**src/rtl/mem_arb_pkg.sv**
```systemverilog
// Shared definitions for the instruction/data memory port arbiter:
// state encoding and default datapath widths.
package mem_arb_pkg;

  localparam int XLEN = 64;
  localparam int ILEN = 32;
  localparam int MAX_DATA_STREAK_DEF = 4;

  typedef enum logic [1:0] {
    IDLE   = 2'd0,
    BUSY_I = 2'd1,
    BUSY_D = 2'd2
  } arb_state_e;

endpackage

```
**src/rtl/mem_port_arbiter.sv**
```systemverilog
// Arbitrates one single-ported unified memory between the IF-stage fetch and the
// MEM-stage load/store, one transaction at a time, with a bounded data streak.
module mem_port_arbiter #(
  parameter int XLEN            = mem_arb_pkg::XLEN,
  parameter int ILEN            = mem_arb_pkg::ILEN,
  parameter int MAX_DATA_STREAK = mem_arb_pkg::MAX_DATA_STREAK_DEF
) (
  input  logic            clk,
  input  logic            reset,
  input  logic            if_req,
  input  logic [XLEN-1:0] if_addr,
  input  logic            flush,
  output logic [ILEN-1:0] if_instr,
  output logic            if_valid,
  input  logic            d_req,
  input  logic            d_we,
  input  logic [XLEN-1:0] d_addr,
  input  logic [XLEN-1:0] d_wdata,
  output logic [XLEN-1:0] d_rdata,
  output logic            d_valid,
  output logic            mem_req,
  output logic            mem_we,
  output logic [XLEN-1:0] mem_addr,
  output logic [XLEN-1:0] mem_wdata,
  input  logic [XLEN-1:0] mem_rdata,
  input  logic            mem_ready,
  output logic            stall_if,
  output logic            stall_mem
);

  import mem_arb_pkg::*;

  localparam int STREAK_W = $clog2(MAX_DATA_STREAK + 1);
  localparam logic [STREAK_W-1:0] STREAK_MAX = STREAK_W'(MAX_DATA_STREAK);

  arb_state_e           state_reg;
  logic [STREAK_W-1:0]  streak_reg;
  logic [STREAK_W-1:0]  streak_next;
  logic                 drop_reg;
  logic                 grant_d;
  logic                 grant_i;

  logic                 mem_req_reg;
  logic                 mem_we_reg;
  logic [XLEN-1:0]      mem_addr_reg;
  logic [XLEN-1:0]      mem_wdata_reg;
  logic [ILEN-1:0]      if_instr_reg;
  logic                 if_valid_reg;
  logic [XLEN-1:0]      d_rdata_reg;
  logic                 d_valid_reg;

  // Data wins in IDLE until it has taken MAX_DATA_STREAK grants in a row past
  // a waiting fetch; the streak only builds while a fetch is actually waiting.
  always_comb begin
    grant_d     = 1'b0;
    grant_i     = 1'b0;
    streak_next = streak_reg;
    if (state_reg == IDLE) begin
      if (d_req && ((streak_reg < STREAK_MAX) || !if_req)) begin
        grant_d = 1'b1;
      end else if (if_req && !flush) begin
        grant_i = 1'b1;
      end
    end
    if (!if_req || grant_i) begin
      streak_next = '0;
    end else if (grant_d && (streak_reg < STREAK_MAX)) begin
      streak_next = streak_reg + STREAK_W'(1);
    end
  end

  always_ff @(posedge clk or negedge reset) begin
    if (!reset) begin
      state_reg     <= IDLE;
      streak_reg    <= '0;
      drop_reg      <= 1'b0;
      mem_req_reg   <= 1'b0;
      mem_we_reg    <= 1'b0;
      mem_addr_reg  <= '0;
      mem_wdata_reg <= '0;
      if_instr_reg  <= '0;
      if_valid_reg  <= 1'b0;
      d_rdata_reg   <= '0;
      d_valid_reg   <= 1'b0;
    end else begin
      if_valid_reg <= 1'b0;
      d_valid_reg  <= 1'b0;
      streak_reg   <= streak_next;
      case (state_reg)
        IDLE: begin
          if (grant_d) begin
            state_reg     <= BUSY_D;
            mem_req_reg   <= 1'b1;
            mem_we_reg    <= d_we;
            mem_addr_reg  <= d_addr;
            mem_wdata_reg <= d_wdata;
          end else if (grant_i) begin
            state_reg     <= BUSY_I;
            mem_req_reg   <= 1'b1;
            mem_we_reg    <= 1'b0;
            mem_addr_reg  <= if_addr;
            mem_wdata_reg <= '0;
          end
        end
        BUSY_I: begin
          // A flush on the completion cycle itself must still kill the result.
          if (mem_ready) begin
            state_reg   <= IDLE;
            mem_req_reg <= 1'b0;
            drop_reg    <= 1'b0;
            if (!(drop_reg || flush)) begin
              if_valid_reg <= 1'b1;
              if_instr_reg <= mem_rdata[ILEN-1:0];
            end
          end else if (flush) begin
            drop_reg <= 1'b1;
          end
        end
        BUSY_D: begin
          if (mem_ready) begin
            state_reg   <= IDLE;
            mem_req_reg <= 1'b0;
            d_valid_reg <= 1'b1;
            if (!mem_we_reg) begin
              d_rdata_reg <= mem_rdata;
            end
          end
        end
        default: begin
          state_reg   <= IDLE;
          mem_req_reg <= 1'b0;
        end
      endcase
    end
  end

  assign mem_req   = mem_req_reg;
  assign mem_we    = mem_we_reg;
  assign mem_addr  = mem_addr_reg;
  assign mem_wdata = mem_wdata_reg;
  assign if_instr  = if_instr_reg;
  assign if_valid  = if_valid_reg;
  assign d_rdata   = d_rdata_reg;
  assign d_valid   = d_valid_reg;

  assign stall_if  = if_req & ~if_valid_reg;
  assign stall_mem = d_req & ~d_valid_reg;

endmodule

```
**config.mk**
```make
export PLATFORM = sky130hd
export DESIGN_NAME = mem_port_arbiter
export DESIGN_NICKNAME = d
export VERILOG_FILES = /design/src/rtl/mem_arb_pkg.sv /design/src/rtl/mem_port_arbiter.sv
export SDC_FILE = /design/constraint.sdc
export NUM_CORES = 1
export LEC_CHECK = 0
export CAP_MARGIN = 20
export CORE_AREA = 2 2 191 193
export CTS_CLUSTER_DIAMETER = 40
export DETAILED_ROUTE_END_ITERATION = 6
export DIE_AREA = 0 0 193 195
export GPL_TIMING_DRIVEN = 0
export PLACE_DENSITY_LB_ADDON = 0.05
export RECOVER_POWER = 100
export SLEW_MARGIN = 0
export SYNTH_ARGS = -nofsm -noshare
export SYNTH_HDL_FRONTEND = slang
export SYNTH_SLANG_ARGS = --single-unit
```
**constraint.sdc**
```tcl
create_clock -name clk -period 4.1 [get_ports clk]
set_input_delay 0.41 -clock clk [delete_from_list [all_inputs] [get_ports clk]]
set_output_delay 0.41 -clock clk [all_outputs]
set_load 0.01 [all_outputs]
```
After elaboration in Yosys (flattened, before gate mapping) --
Index checks and enable logic that the tools add are counted.
Operators by class: add/subtract/negate cells 1, magnitude comparators 1, equal/unequal tests 4, multiplexer cells 28, bitwise logic cells 6, reduce and logical (&&, ||, !) cells 18
Operators with widths (count):
- 2-to-1 mux 64 bit | 4
- 2-to-1 mux 1 bit | 17
- 2-to-1 mux 2 bit | 3
- 2-to-1 mux 3 bit | 2
- AND reduction 2 bit | 3
- AND reduction 3 bit | 2
- nonzero test 2 bit | 3
- NOT 1 bit | 4
- case mux 2 bit (2 select lines) | 1
- adder 3 x 1 -> 3 bit, second input constant | 1
- logical AND 1 bit | 3
- logical OR 1 bit | 3
- < comparator 3 bit, second input constant | 1
- inequality test 3 bit, second input constant | 1
- AND 1 bit | 2
- equality test 2 x 1 -> 1 bit, second input constant | 1
- equality test 2 bit, second input constant | 1
- logical NOT 1 bit | 2
- logical NOT 2 bit | 1
- inequality test 2 x 1 -> 1 bit, second input constant | 1
- case mux 1 bit (2 select lines) | 1
- OR reduction 2 bit | 1
Storage, ports and cells: bits in registers 234, bits of input ports 263, output and inout bits 230

Logic depth before layout (Yosys ltp) --
word-level depth 8, depth in mapped cells 9, mapped depth without buffers 5

Least setup slack after synthesis --
No wires, ideal clock.
path type flip-flop to flip-flop, from register state_reg[1], to register if_instr_reg[10], in the netlist if_instr[10], data arrival time 1.516 ns, path slack 2.459 ns, cell stages (with the launch flop) 7, period minus slack after synthesis 1.641 ns, cells stage by stage dfrtp_1 inv_1 ha_1 nand2_1 nor3_2 buf_4 mux2_2
On the way: word-level cells in the longest chain between the ends 2
RTL lines:
- from (decl) | RTL line mem_port_arbiter.sv:36 | arb_state_e state_reg;
- from (signal assigned) | RTL line mem_port_arbiter.sv:74 | state_reg <= IDLE;
- from (signal assigned) | RTL line mem_port_arbiter.sv:92 | state_reg <= BUSY_D;
- from (signal assigned) | RTL line mem_port_arbiter.sv:98 | state_reg <= BUSY_I;
- equality test 2 x 1 -> 1 bit | RTL line mem_port_arbiter.sv:89 | case (state_reg)
- AND reduction 3 bit (no source line)
- to (signal assigned) | RTL line mem_port_arbiter.sv:113 | if_instr_reg <= mem_rdata[ILEN-1:0];
- to (decl) | RTL line mem_port_arbiter.sv:47 | logic [ILEN-1:0] if_instr_reg;
Every way passes these cells. A chain may end at the register's enable or synchronous reset.

Worst setup path after layout --
from input if_req, to register mem_wdata_reg[15], in the netlist mem_wdata[15]
On the way: word-level cells in the longest chain between the ends 7, elaborated cells between the ends (all ways) 12, those cells by class mux: 6; reduce/logical: 6
RTL lines:
- from (decl) | RTL line mem_port_arbiter.sv:10 | input logic if_req,
- logical NOT 1 bit | RTL line mem_port_arbiter.sv:59 | if (d_req && ((streak_reg < STREAK_MAX) || !if_req)) begin
- logical OR 1 bit | RTL line mem_port_arbiter.sv:59
- logical AND 1 bit | RTL line mem_port_arbiter.sv:59
- 2-to-1 mux 1 bit | RTL line mem_port_arbiter.sv:59
- 2-to-1 mux 1 bit | RTL line mem_port_arbiter.sv:58 | if (state_reg == IDLE) begin
- nonzero test 2 bit (no source line)
- AND reduction 2 bit (no source line)
- to (signal assigned) | RTL line mem_port_arbiter.sv:96 | mem_wdata_reg <= d_wdata;
- to (decl) | RTL line mem_port_arbiter.sv:46 | logic [XLEN-1:0] mem_wdata_reg;
Parallel ways exist; a longest one is shown, timed or not.

==> impl_results.md <==
- Run status: finished with violations
- Failing checks: max-capacitance violations, max-slew violations
- Maximum vdd ir drop: ~0.00037 V
- Combinational fraction of design power: 38.6%
- Power Internal: 8820 uW
- Switching share of power: roughly a third
- Fin. Hold Viols: 0
- Setup Buffers After CTS: 0
- Clk root buf: clkbuf_16
- Routed via count: 7,482
- Area Growth Syn to Fin: 76.4%
- HPWL after DPL: 25,500 um
- Final worst slack: around 1.3 ns
- CP endpoint: mem_wdata[15]$_DFFE_PN0P_
- Reg clk slew, reported paths: 0.05 ns
- Cells after synthesis: ~670
- RSZ-0062 raised after global routing: no
- Max Cap Viol: 1
- Antenna Cells: 0
- Vias per inst: 4.36
- Power, Total: 13,000 uW
- Hold crit path type: in2async
- IO Pins: 493
- Clock Tree Buf Depth: 3
- Setup CP Type: in2reg
- CP arrival: 3.30 ns
- CP cell instances: dlygate4sd3_1 -> nor2b_1 -> o21ai_0 -> clkbuf_1 -> clkbuf_1 -> a22o_1
- # resized after CTS: 0
- Switch Pwr: ~4200 uW
- Seq cells post-synth: ~230
- Worst Clk Skew: ~0.015 ns
- Crit. End Element: flip-flop
- Num CTS Buffers: 49
- CP Max Fanout: 10
- WP data required: about 4.6 ns
- Util after Layout: between 40% and 50%
- Pwr per Cell Area: 788 nW/um^2
- GR Util All Layers: 17.5%
- Initial Util: 26.4%
- Die Width: 193 um
- Number of iterations in the first detailed-routing pass: 4
- Tightest Pin Transition: 1.84 ns
- Num rows: around 70
- Mean post-synth cell area: 13.9 um^2
- Total gr overflow: 0
- Port buffer count: between 400 and 500
- Die area: 37,600 um^2
- GPL Wtd Cong: 0.752
- Post-Route WL: 34,000 um
- Place WS: 1.64 ns
- R2r endpoint: mem_wdata[15]$_DFFE_PN0P_
- Register area share after synthesis: roughly 63%
- Worst Setup Start Kind: primary input
- 1st-iter DRT viols: 243
- Max_slew headroom: -22.5%
- Hold Slack: 0.384 ns
- Tcrit/Tclk final: 69.0%
- Crit path top cell by count: clkbuf_1
- Tmin final: between 2 and 3 ns
- First-pass GRT wire length: 49,200 um
- Drt drc: 0
- Largest net degree at the start of global routing: 109
- Crit path from: if_req
- Hold_buf cts: 1
- Fin. max-slew vios: 71
- TritonCTS clock tree: yes
- Clock power share: 30.7%
- CTS Sinks: 234
- Vias in the first global route: around 7,900
- Clk_lat worst skew: 0.55 ns
- Count of non-filler cells in the finished layout: 1,716
- # setup viols final: 0
- Worst R2R Setup Slack: 1.44 ns
- Power share of the sequential group: 30.7%
- Critical-path top delay cell: o21ai_0
- Antenna violations before repair: 0
- Final nets: ~1,500
- Reg2Reg Depth: 5
- Post-synth net total: 938
- Share of cells above drive strength 1: between 10% and 20%
- Core ar.: 35,400 um^2
- Leak pwr: ~0.0076 uW
- Die Height: 195 um
- Maximum clock rate: roughly 0.35 GHz
- Cell Area, Synth: 9340 um^2
- Final antenna-violating net count: 0
- H-Tree Depth: 2
- CP max stage delay: 0.72 ns
- Drt wl/cell: between 15 and 20 um
- Dpl cells: 1,626
- Number of warning messages in the yosys log: 0
- RR Startpoint: streak_reg[2]$_DFFE_PN0P_
- Synth unique cells: 29
[final cells by class]
class	instances	area [um^2]
fill	3362	18900
sequential	234	5860
timing repair buffer	495	4970
multi-input combinational	389	3110
clock buffer	62	1360
tap	461	577
clock inverter	27	330
buffer	45	258
inverter	3	11.3
[layer usage]
layer  track usage, %  vias to the layer above  routed length (um)
li1                 -                     3526                   -
met1             19.9                     3580               12800
met2             29.8                      327               16600
met3             7.51                       49                3900
met4             4.97                        0                 686
met5                0                        -                   0
[stage by stage]
step / setup TNS [ns] / area (um^2)
final: 0 / 16500
after global routing: 0 / 16500
after CTS: 0 / 16600
after detailed placement: 0 / 14900
after global placement: -1976.82 / 14800
after floorplan: 0 / 9340
[power by group through the flow]
stage,Combinational [uW],Clock (uW),Sequential [uW]
after detailed placement,5610,0,4050
final,5010,3990,3980
after floorplan,1760,0,4570
after global placement,5600,0,4050
after global routing,5420,4210,4140
after CTS,5630,4110,4050
[cell families after synthesis]
group / count (synthesis) / share of synthesized area, %
adder cells (fa/ha/maj): 4 / 0.536
AND/OR/NAND/NOR: 84 / 3.85
AO/OA/AOI/OAI: 139 / 10.7
XOR/XNOR: 1 / 0.0938
multiplexers: 161 / 18.5
buffers and inverters: 48 / 3.51
flip-flops: 234 / 62.7
[cell usage after synthesis]
library cell	instances	area (um^2)
dfrtp_1	234	5860
mux2_2	96	1080
a22o_1	66	578
nand2_1	66	248
mux2i_1	65	651
o21ai_0	47	235
buf_2	16	80.1
buf_4	14	105
o21ai_2	11	96.3
buf_6	10	113
o21ai_1	8	40.0
clkbuf_1	5	18.8
nor2_1	5	18.8
a21oi_1	4	20.0
ha_1	4	50.1
inv_1	3	11.3
nor2b_1	3	18.8
and2_1	2	12.5
nand2b_1	2	12.5
a21boi_4	1	18.8
nand2_4	1	11.3
nand3_1	1	5.00
nand3b_1	1	7.51
nor2b_2	1	8.76
nor3_2	1	10.0
o22a_1	1	8.76
o22ai_1	1	6.26
or2_2	1	6.26
xor2_1	1	8.76
[critical path, delay by kind of cell]
family | cells | cell delay [ns]
and+or+nand+nor | 1 | 0.21
buffers and inverters | 3 | 1.72
AOI/OAI and AO/OA | 2 | 0.95
[cell usage in the layout, fill, tap and decap left out, types with 2 or more instances in the layout]
cell,instances
and2_0,2
nand2_1,66
clkinv_8,2
buf_2,8
nor2b_1,4
clkinv_4,4
clkbuf_1,29
inv_6,3
mux2i_1,65
dfrtp_1,234
mux2_2,96
inv_1,3
a22o_1,66
buf_4,5
dlygate4sd3_1,232
clkinv_2,6
clkbuf_8,8
a21oi_1,4
ha_1,4
clkdlybuf4s50_1,260
o21ai_0,64
clkinvlp_4,6
nor2_1,5
nand2b_1,2
clkbuf_16,49
o21ai_2,2
bufinv_16,5
buf_6,8
[worst min-delay path by stage]
stage | cells past startpoint | end | slack, ns
finish | 2 | mem_addr[29]$_DFFE_PN0P_ | 0.38
global route | 2 | mem_addr[35]$_DFFE_PN0P_ | 0.41
CTS | 2 | mem_addr[29]$_DFFE_PN0P_ | 0.40
detailed placement | 1 | mem_addr[29]$_DFFE_PN0P_ | 0.37
global placement | 2 | mem_addr[2]$_DFFE_PN0P_ | 0.46
floorplan | 0 | d_rdata[0]$_DFFE_PN0P_ | 0.11
Power figures use the tool's default switching activity.
